**config.mk**
```make
export PLATFORM = sky130hd
export DESIGN_NAME = pipeline_mem
export DESIGN_NICKNAME = d
export VERILOG_FILES = /design/src/rtl/pipeline_mem.sv
export SDC_FILE = /design/constraint.sdc
export NUM_CORES = 1
export LEC_CHECK = 0
export BUFFER_PORTS_ARGS = -buffer_cell sky130_fd_sc_hd__buf_2
export CORE_ASPECT_RATIO = 0.6
export CORE_MARGIN = 8
export CORE_UTILIZATION = 23
export DETAILED_ROUTE_END_ITERATION = 6
export PLACE_DENSITY_LB_ADDON = 0.25
export SYNTH_ARGS = -nofsm -noshare
export SYNTH_HDL_FRONTEND = slang
export SYNTH_SLANG_ARGS = --single-unit
```
**constraint.sdc**
```tcl
create_clock -name clk -period 2.3 [get_ports clk]
set_input_delay 0.115 -clock clk [delete_from_list [all_inputs] [get_ports clk]]
set_output_delay 0.115 -clock clk [all_outputs]
set_load 0.02 [all_outputs]
```
**src/rtl/pipeline_mem.sv**
```systemverilog
// Memory (M) pipeline stage: one M register, data-memory request generation,
// load formatting and a RUN/WAIT handshake FSM with a bus-error timeout.
module pipeline_mem #(
  parameter int unsigned MAX_WAIT = 15
) (
  input  logic        clk,
  input  logic        reset,
  input  logic [31:0] aluResultE_i,
  input  logic [31:0] writeDataE_i,
  input  logic [31:0] extendedImmE_i,
  input  logic [31:0] pcPlus4E_i,
  input  logic        regWriteEnE_i,
  input  logic [4:0]  rdIdxE_i,
  input  logic [1:0]  resultSrcE_i,
  input  logic        memReadEnE_i,
  input  logic        memWriteEnE_i,
  input  logic [2:0]  funct3E_i,
  input  logic        flushM_i,
  output logic [31:0] dmemAddr_o,
  output logic        dmemRe_o,
  output logic        dmemWe_o,
  output logic [3:0]  dmemBe_o,
  output logic [31:0] dmemWdata_o,
  input  logic [31:0] dmemRdata_i,
  input  logic        dmemReady_i,
  output logic [31:0] aluResultM_o,
  output logic [31:0] extendedImmM_o,
  output logic [31:0] pcPlus4M_o,
  output logic [31:0] memReadDataM_o,
  output logic        regWriteEnM_o,
  output logic [4:0]  rdIdxM_o,
  output logic [1:0]  resultSrcM_o,
  output logic        stallReqM_o,
  output logic        misalignM_o,
  output logic        busErrM_o
);

  // Handshake: a request (dmemRe_o/dmemWe_o) is held with stable address,
  // enables and data until the cycle dmemReady_i=1 is seen, which completes it.
  typedef enum logic {ST_RUN, ST_WAIT} state_e;

  localparam logic [7:0] MAX_WAIT_C = 8'(MAX_WAIT);

  logic [31:0] alu_q, alu_d, wdata_q, wdata_d, imm_q, imm_d, pc4_q, pc4_d;
  logic        reg_we_q, reg_we_d, mem_re_q, mem_re_d, mem_we_q, mem_we_d;
  logic [4:0]  rd_q, rd_d;
  logic [1:0]  src_q, src_d;
  logic [2:0]  f3_q, f3_d;
  state_e      state_q, state_d;
  logic [7:0]  cnt_q, cnt_d;

  logic        is_mem, misalign, mem_op, timeout, stall, req;
  logic [7:0]  ld_byte;
  logic [15:0] ld_half;

  assign is_mem   = mem_re_q | mem_we_q;
  assign misalign = is_mem & (((f3_q[1:0] == 2'b01) & alu_q[0]) |
                              ((f3_q[1:0] == 2'b10) & (alu_q[1:0] != 2'b00)));
  assign mem_op   = is_mem & ~misalign;
  assign timeout  = (state_q == ST_WAIT) & (cnt_q == MAX_WAIT_C) & ~dmemReady_i;
  assign stall    = mem_op & ~dmemReady_i & ~timeout;
  assign req      = mem_op & ~timeout;

  // M register next state: hold on stall, bubble on flush, else capture EX.
  always_comb begin
    alu_d    = alu_q;
    wdata_d  = wdata_q;
    imm_d    = imm_q;
    pc4_d    = pc4_q;
    reg_we_d = reg_we_q;
    rd_d     = rd_q;
    src_d    = src_q;
    mem_re_d = mem_re_q;
    mem_we_d = mem_we_q;
    f3_d     = f3_q;
    if (!stall) begin
      if (flushM_i) begin
        alu_d    = '0;
        wdata_d  = '0;
        imm_d    = '0;
        pc4_d    = '0;
        reg_we_d = 1'b0;
        rd_d     = '0;
        src_d    = '0;
        mem_re_d = 1'b0;
        mem_we_d = 1'b0;
        f3_d     = '0;
      end else begin
        alu_d    = aluResultE_i;
        wdata_d  = writeDataE_i;
        imm_d    = extendedImmE_i;
        pc4_d    = pcPlus4E_i;
        reg_we_d = regWriteEnE_i;
        rd_d     = rdIdxE_i;
        src_d    = resultSrcE_i;
        mem_re_d = memReadEnE_i;
        mem_we_d = memWriteEnE_i;
        f3_d     = funct3E_i;
      end
    end
  end

  always_comb begin
    state_d = state_q;
    cnt_d   = cnt_q;
    case (state_q)
      ST_RUN: begin
        if (mem_op && !dmemReady_i) begin
          state_d = ST_WAIT;
          cnt_d   = 8'd1;
        end
      end
      ST_WAIT: begin
        if (dmemReady_i || timeout) begin
          state_d = ST_RUN;
          cnt_d   = 8'd0;
        end else begin
          cnt_d = cnt_q + 8'd1;
        end
      end
      default: begin
        state_d = ST_RUN;
        cnt_d   = 8'd0;
      end
    endcase
  end

  always_ff @(posedge clk) begin
    if (reset) begin
      alu_q    <= '0;
      wdata_q  <= '0;
      imm_q    <= '0;
      pc4_q    <= '0;
      reg_we_q <= 1'b0;
      rd_q     <= '0;
      src_q    <= '0;
      mem_re_q <= 1'b0;
      mem_we_q <= 1'b0;
      f3_q     <= '0;
      state_q  <= ST_RUN;
      cnt_q    <= '0;
    end else begin
      alu_q    <= alu_d;
      wdata_q  <= wdata_d;
      imm_q    <= imm_d;
      pc4_q    <= pc4_d;
      reg_we_q <= reg_we_d;
      rd_q     <= rd_d;
      src_q    <= src_d;
      mem_re_q <= mem_re_d;
      mem_we_q <= mem_we_d;
      f3_q     <= f3_d;
      state_q  <= state_d;
      cnt_q    <= cnt_d;
    end
  end

  assign dmemAddr_o = {alu_q[31:2], 2'b00};
  assign dmemRe_o   = mem_re_q & req;
  assign dmemWe_o   = mem_we_q & req;

  always_comb begin
    dmemBe_o = 4'b0000;
    if (dmemWe_o) begin
      case (f3_q[1:0])
        2'b00:   dmemBe_o = 4'b0001 << alu_q[1:0];
        2'b01:   dmemBe_o = alu_q[1] ? 4'b1100 : 4'b0011;
        default: dmemBe_o = 4'b1111;
      endcase
    end
  end

  always_comb begin
    case (f3_q[1:0])
      2'b00:   dmemWdata_o = {4{wdata_q[7:0]}};
      2'b01:   dmemWdata_o = {2{wdata_q[15:0]}};
      default: dmemWdata_o = wdata_q;
    endcase
  end

  assign ld_byte = dmemRdata_i[8*alu_q[1:0] +: 8];
  assign ld_half = alu_q[1] ? dmemRdata_i[31:16] : dmemRdata_i[15:0];

  always_comb begin
    memReadDataM_o = '0;
    if (mem_re_q) begin
      case (f3_q)
        3'b000:  memReadDataM_o = {{24{ld_byte[7]}}, ld_byte};
        3'b001:  memReadDataM_o = {{16{ld_half[15]}}, ld_half};
        3'b100:  memReadDataM_o = {24'd0, ld_byte};
        3'b101:  memReadDataM_o = {16'd0, ld_half};
        default: memReadDataM_o = dmemRdata_i;
      endcase
    end
  end

  assign aluResultM_o   = alu_q;
  assign extendedImmM_o = imm_q;
  assign pcPlus4M_o     = pc4_q;
  assign rdIdxM_o       = rd_q;
  assign resultSrcM_o   = src_q;
  assign regWriteEnM_o  = reg_we_q & ~stall & ~misalign & ~timeout;
  assign stallReqM_o    = stall;
  assign misalignM_o    = misalign;
  assign busErrM_o      = timeout;

endmodule

```
==> results.sh <==
export IMPL_ant_nets=0
export IMPL_p_per_area_nw_per_um2=626
export IMPL_dp_hpwl_um=24400
export IMPL_slew_headroom=0.567
export IMPL_cts_made_buffers=17
export IMPL_synth_async_reset_ratio=0
export IMPL_die_w_um=258
export IMPL_synthTopCellsByArea="dfxtp_1 37%, nor2b_1 11%, a21oi_1 9.6%"
export IMPL_grt_pass1_vias=8345
export IMPL_initial_utilization=0.232
export IMPL_hold_violations=0
export IMPL_period_needed_ns=2.18
export IMPL_placed_cells=1795
export IMPL_worstMarginPinSlew_ns=0.649
export IMPL_drv_cap=0
export IMPL_yosysWarnings=0
export IMPL_drt_first_pass_iters=5
export IMPL_area_delta_synth_final_pct=35.8
export IMPL_clock_latency_ns=0.44
export IMPL_endpoint_kind="primary output"
export IMPL_gr_total_overflow=0
export IMPL_crit_fanout=21
export IMPL_seq_power_share=0.408
export IMPL_finalNonFillerCells=1832
export IMPL_slew_violations=0
export IMPL_vdd_ir_drop_max_mv=0.493
export IMPL_max_stage_delay_ns=0.40
export IMPL_antenna_found_initial=8
export IMPL_cts_root_buf="clkbuf_16"
export IMPL_portBuffers=383
export IMPL_power_frac_comb=0.179
export IMPL_wl_per_cell_um=18.8
export IMPL_die_height_um=161
export IMPL_cts_tree="yes"
export IMPL_crit_buf_inv=3
export IMPL_finish_utilization=0.315
export IMPL_vias=8761
export IMPL_power_internal_uw=4660
export IMPL_synth_avg_cell_area_um2=7.62
export IMPL_critical_path_class="register to primary output"
export IMPL_fp_dieArea_um2=41600
export IMPL_power_leakage_uw=0.00481
export IMPL_cts_max_level=4
export IMPL_synth_cell_types=43
export IMPL_hold_start="writeDataE_i[12]"
export IMPL_drive_above_1_share=0.361
export IMPL_yosysSeqAreaShare=0.372
export IMPL_slowest_stage="dfxtp_1"
export IMPL_clkPwrFrac=0.413
export IMPL_nets=1528
export IMPL_grt_pass1_wl_um=52800
export IMPL_startpoint="f3_q[0]"
export IMPL_synth_cell_area_um2=8080
export IMPL_clkTransAtPathRegs_ns=0.08
export IMPL_p_sw_frac=0.322
export IMPL_max_freq_mhz=458
export IMPL_synthFlopType="dfxtp_1"
export IMPL_grt_total_usage=0.159
export IMPL_r2r_start="f3_q[1]"
export IMPL_fin_ws_ns=0.116
export IMPL_crit_arrival_ns=2.07
export IMPL_placed_area_um2=10300
export IMPL_ys_ff_latch=150
export IMPL_startpoint_type="register"
export IMPL_core_um2=34800
export IMPL_cpLargestDelayFamily="buffers and inverters"
export IMPL_worstPathRequired_ns=2.18
export IMPL_synth_top_area_cell="dfxtp_1"
export IMPL_syn_inst=1060
export IMPL_synth_edf_count=0
export IMPL_fin_area_um2=11000
export IMPL_num_rows=53
export IMPL_drt_wl_total_um=34500
export IMPL_multi_input_comb_area_um2=4350
export IMPL_pre_cts_slack_ns=0.219
export IMPL_status="complete, no violations"
export IMPL_viasPerCell=4.78
export IMPL_crit_chain="buf_6 -> nand2b_2 -> a21oi_1 -> buf_4 -> o221ai_1 -> nor2_1 -> buf_2"
export IMPL_drcViolationCount=0
export IMPL_period_share=0.950
export IMPL_hp_class="input pin to register"
export IMPL_clockBufferDepth=2
export IMPL_final_setup_skew_ns=0.0152
export IMPL_p_switching_uw=2210
export IMPL_gp_congestion=0.846
export IMPL_yosys_area_top_type_share=0.372
export IMPL_seq_area_um2=3010
export IMPL_grt_max_degree=106
export IMPL_cts_sinks=150
export IMPL_io_pins=386
export IMPL_nFillCells=3767
export IMPL_rsz0062_at_grt="true"
export IMPL_drt_iter0_drc=590
export IMPL_setup_violations=0
## worst reg2reg max path: stages, from the launching register on
cell	delay [ns]
dfxtp_1	0.46
and3b_1	0.27
a2111o_2	0.52
buf_12	0.25
o21ai_0	0.30
a21oi_1	0.10
## cells in the mapped netlist, drive strengths merged, types with 2 or more instances
library cell and number:
a211oi 2, nand2b 2, o31ai 3, a21o 18, nor4 2, nor2b 139, nor2 26, inv 8
or3 2, and3 3, buf 71, nand2 23, dfxtp 150, nor3b 3, o21ai 160, clkbuf 79
xor2 3, mux2i 10, nand3 148, mux2 25, o2bb2ai 3, a21oi 155, o221ai 7, nor3 3
## logic make-up after synthesis
kind of cell	share of synthesized area
fa+ha+maj	0.00155
flops	0.372
compound gates	0.241
mux	0.0472
other cells	0.000464
simple gates	0.238
buf+inv	0.0966
xor+xnor	0.00325
## final timing paths
| path | to | slack, ns | depth (start not counted) |
|---|---|---|---|
| min reg2reg | extendedImmM_o[18] | 0.46 | 2 |
| max | memReadDataM_o[4] | 0.12 | 7 |
| max reg2reg | wdata_q[29] | 0.30 | 5 |
| min | wdata_q[12] | 0.04 | 4 |
## metal layers
layer,track usage,part of all wire,vias to the layer above
met5,0,0.0011,-
met4,0.0510,0.020,6
met3,0.0411,0.070,36
met2,0.243,0.45,260
met1,0.217,0.46,4210
li1,-,-,4249
## sequential cells by signal, summed over array words and instances, names as in the netlist
signal          count
mem_we_q            1
rdIdxM_o            5
state_q             1
extendedImmM_o     32
aluResultM_o       32
cnt_q               8
reg_we_q            1
resultSrcM_o        2
f3_q                3
pcPlus4M_o         32
wdata_q            32
mem_re_q            1
## timing repair
action,CTS,global route
gates resized for setup,5,8
setup endpoints to repair,34,38
hold endpoints to repair,1,0
pin swaps,2,2
hold buffers,1,0
buffers inserted,1,1
## final cells by class
cell class,instances,area share
Antenna cell,2,0.000456
Clock buffer,17,0.0388
Clock inverter,15,0.0143
Inverter,8,0.00274
Multi-Input combinational cell,753,0.397
Sequential cell,150,0.274
Tap cell,467,0.0532
Timing Repair Buffer,420,0.220
## placed cells by master (no fill, tap or decap), drive strengths merged, types with 3 or more instances in the layout
cell type	n
a21oi	155
nand2	23
a21o	18
nand3	148
nor3	3
o221ai	7
mux2i	10
xor2	3
inv	18
clkinv	3
and3	3
o2bb2ai	3
clkbuf	17
nor3b	3
dfxtp	150
nor2	26
nor2b	139
mux2	25
o31ai	3
o21ai	160
buf	419
## power by group through the flow
stage | combinational [µW] | sequential, µW | clock (µW)
6_report | 1230 | 2800 | 2840
5_1_grt | 1340 | 2810 | 3060
4_1_cts | 1230 | 2800 | 2960
3_5_place_dp | 1220 | 2860 | 0
3_3_place_gp | 1220 | 2850 | 0
2_1_floorplan | 633 | 2940 | 0
## per-stage QoR
stage | setup TNS [ns] | hold slack (ns) | total power, µW
floorplan | 0 | 0.194 | 3580
finish | 0 | 0.0445 | 6870
detailed placement | 0 | 0.387 | 4080
global placement | 0 | 0.387 | 4080
CTS | 0 | 0.00323 | 6990
global route | -0.0195 | 0.0299 | 7210
(Power assumes the default switching activity.)
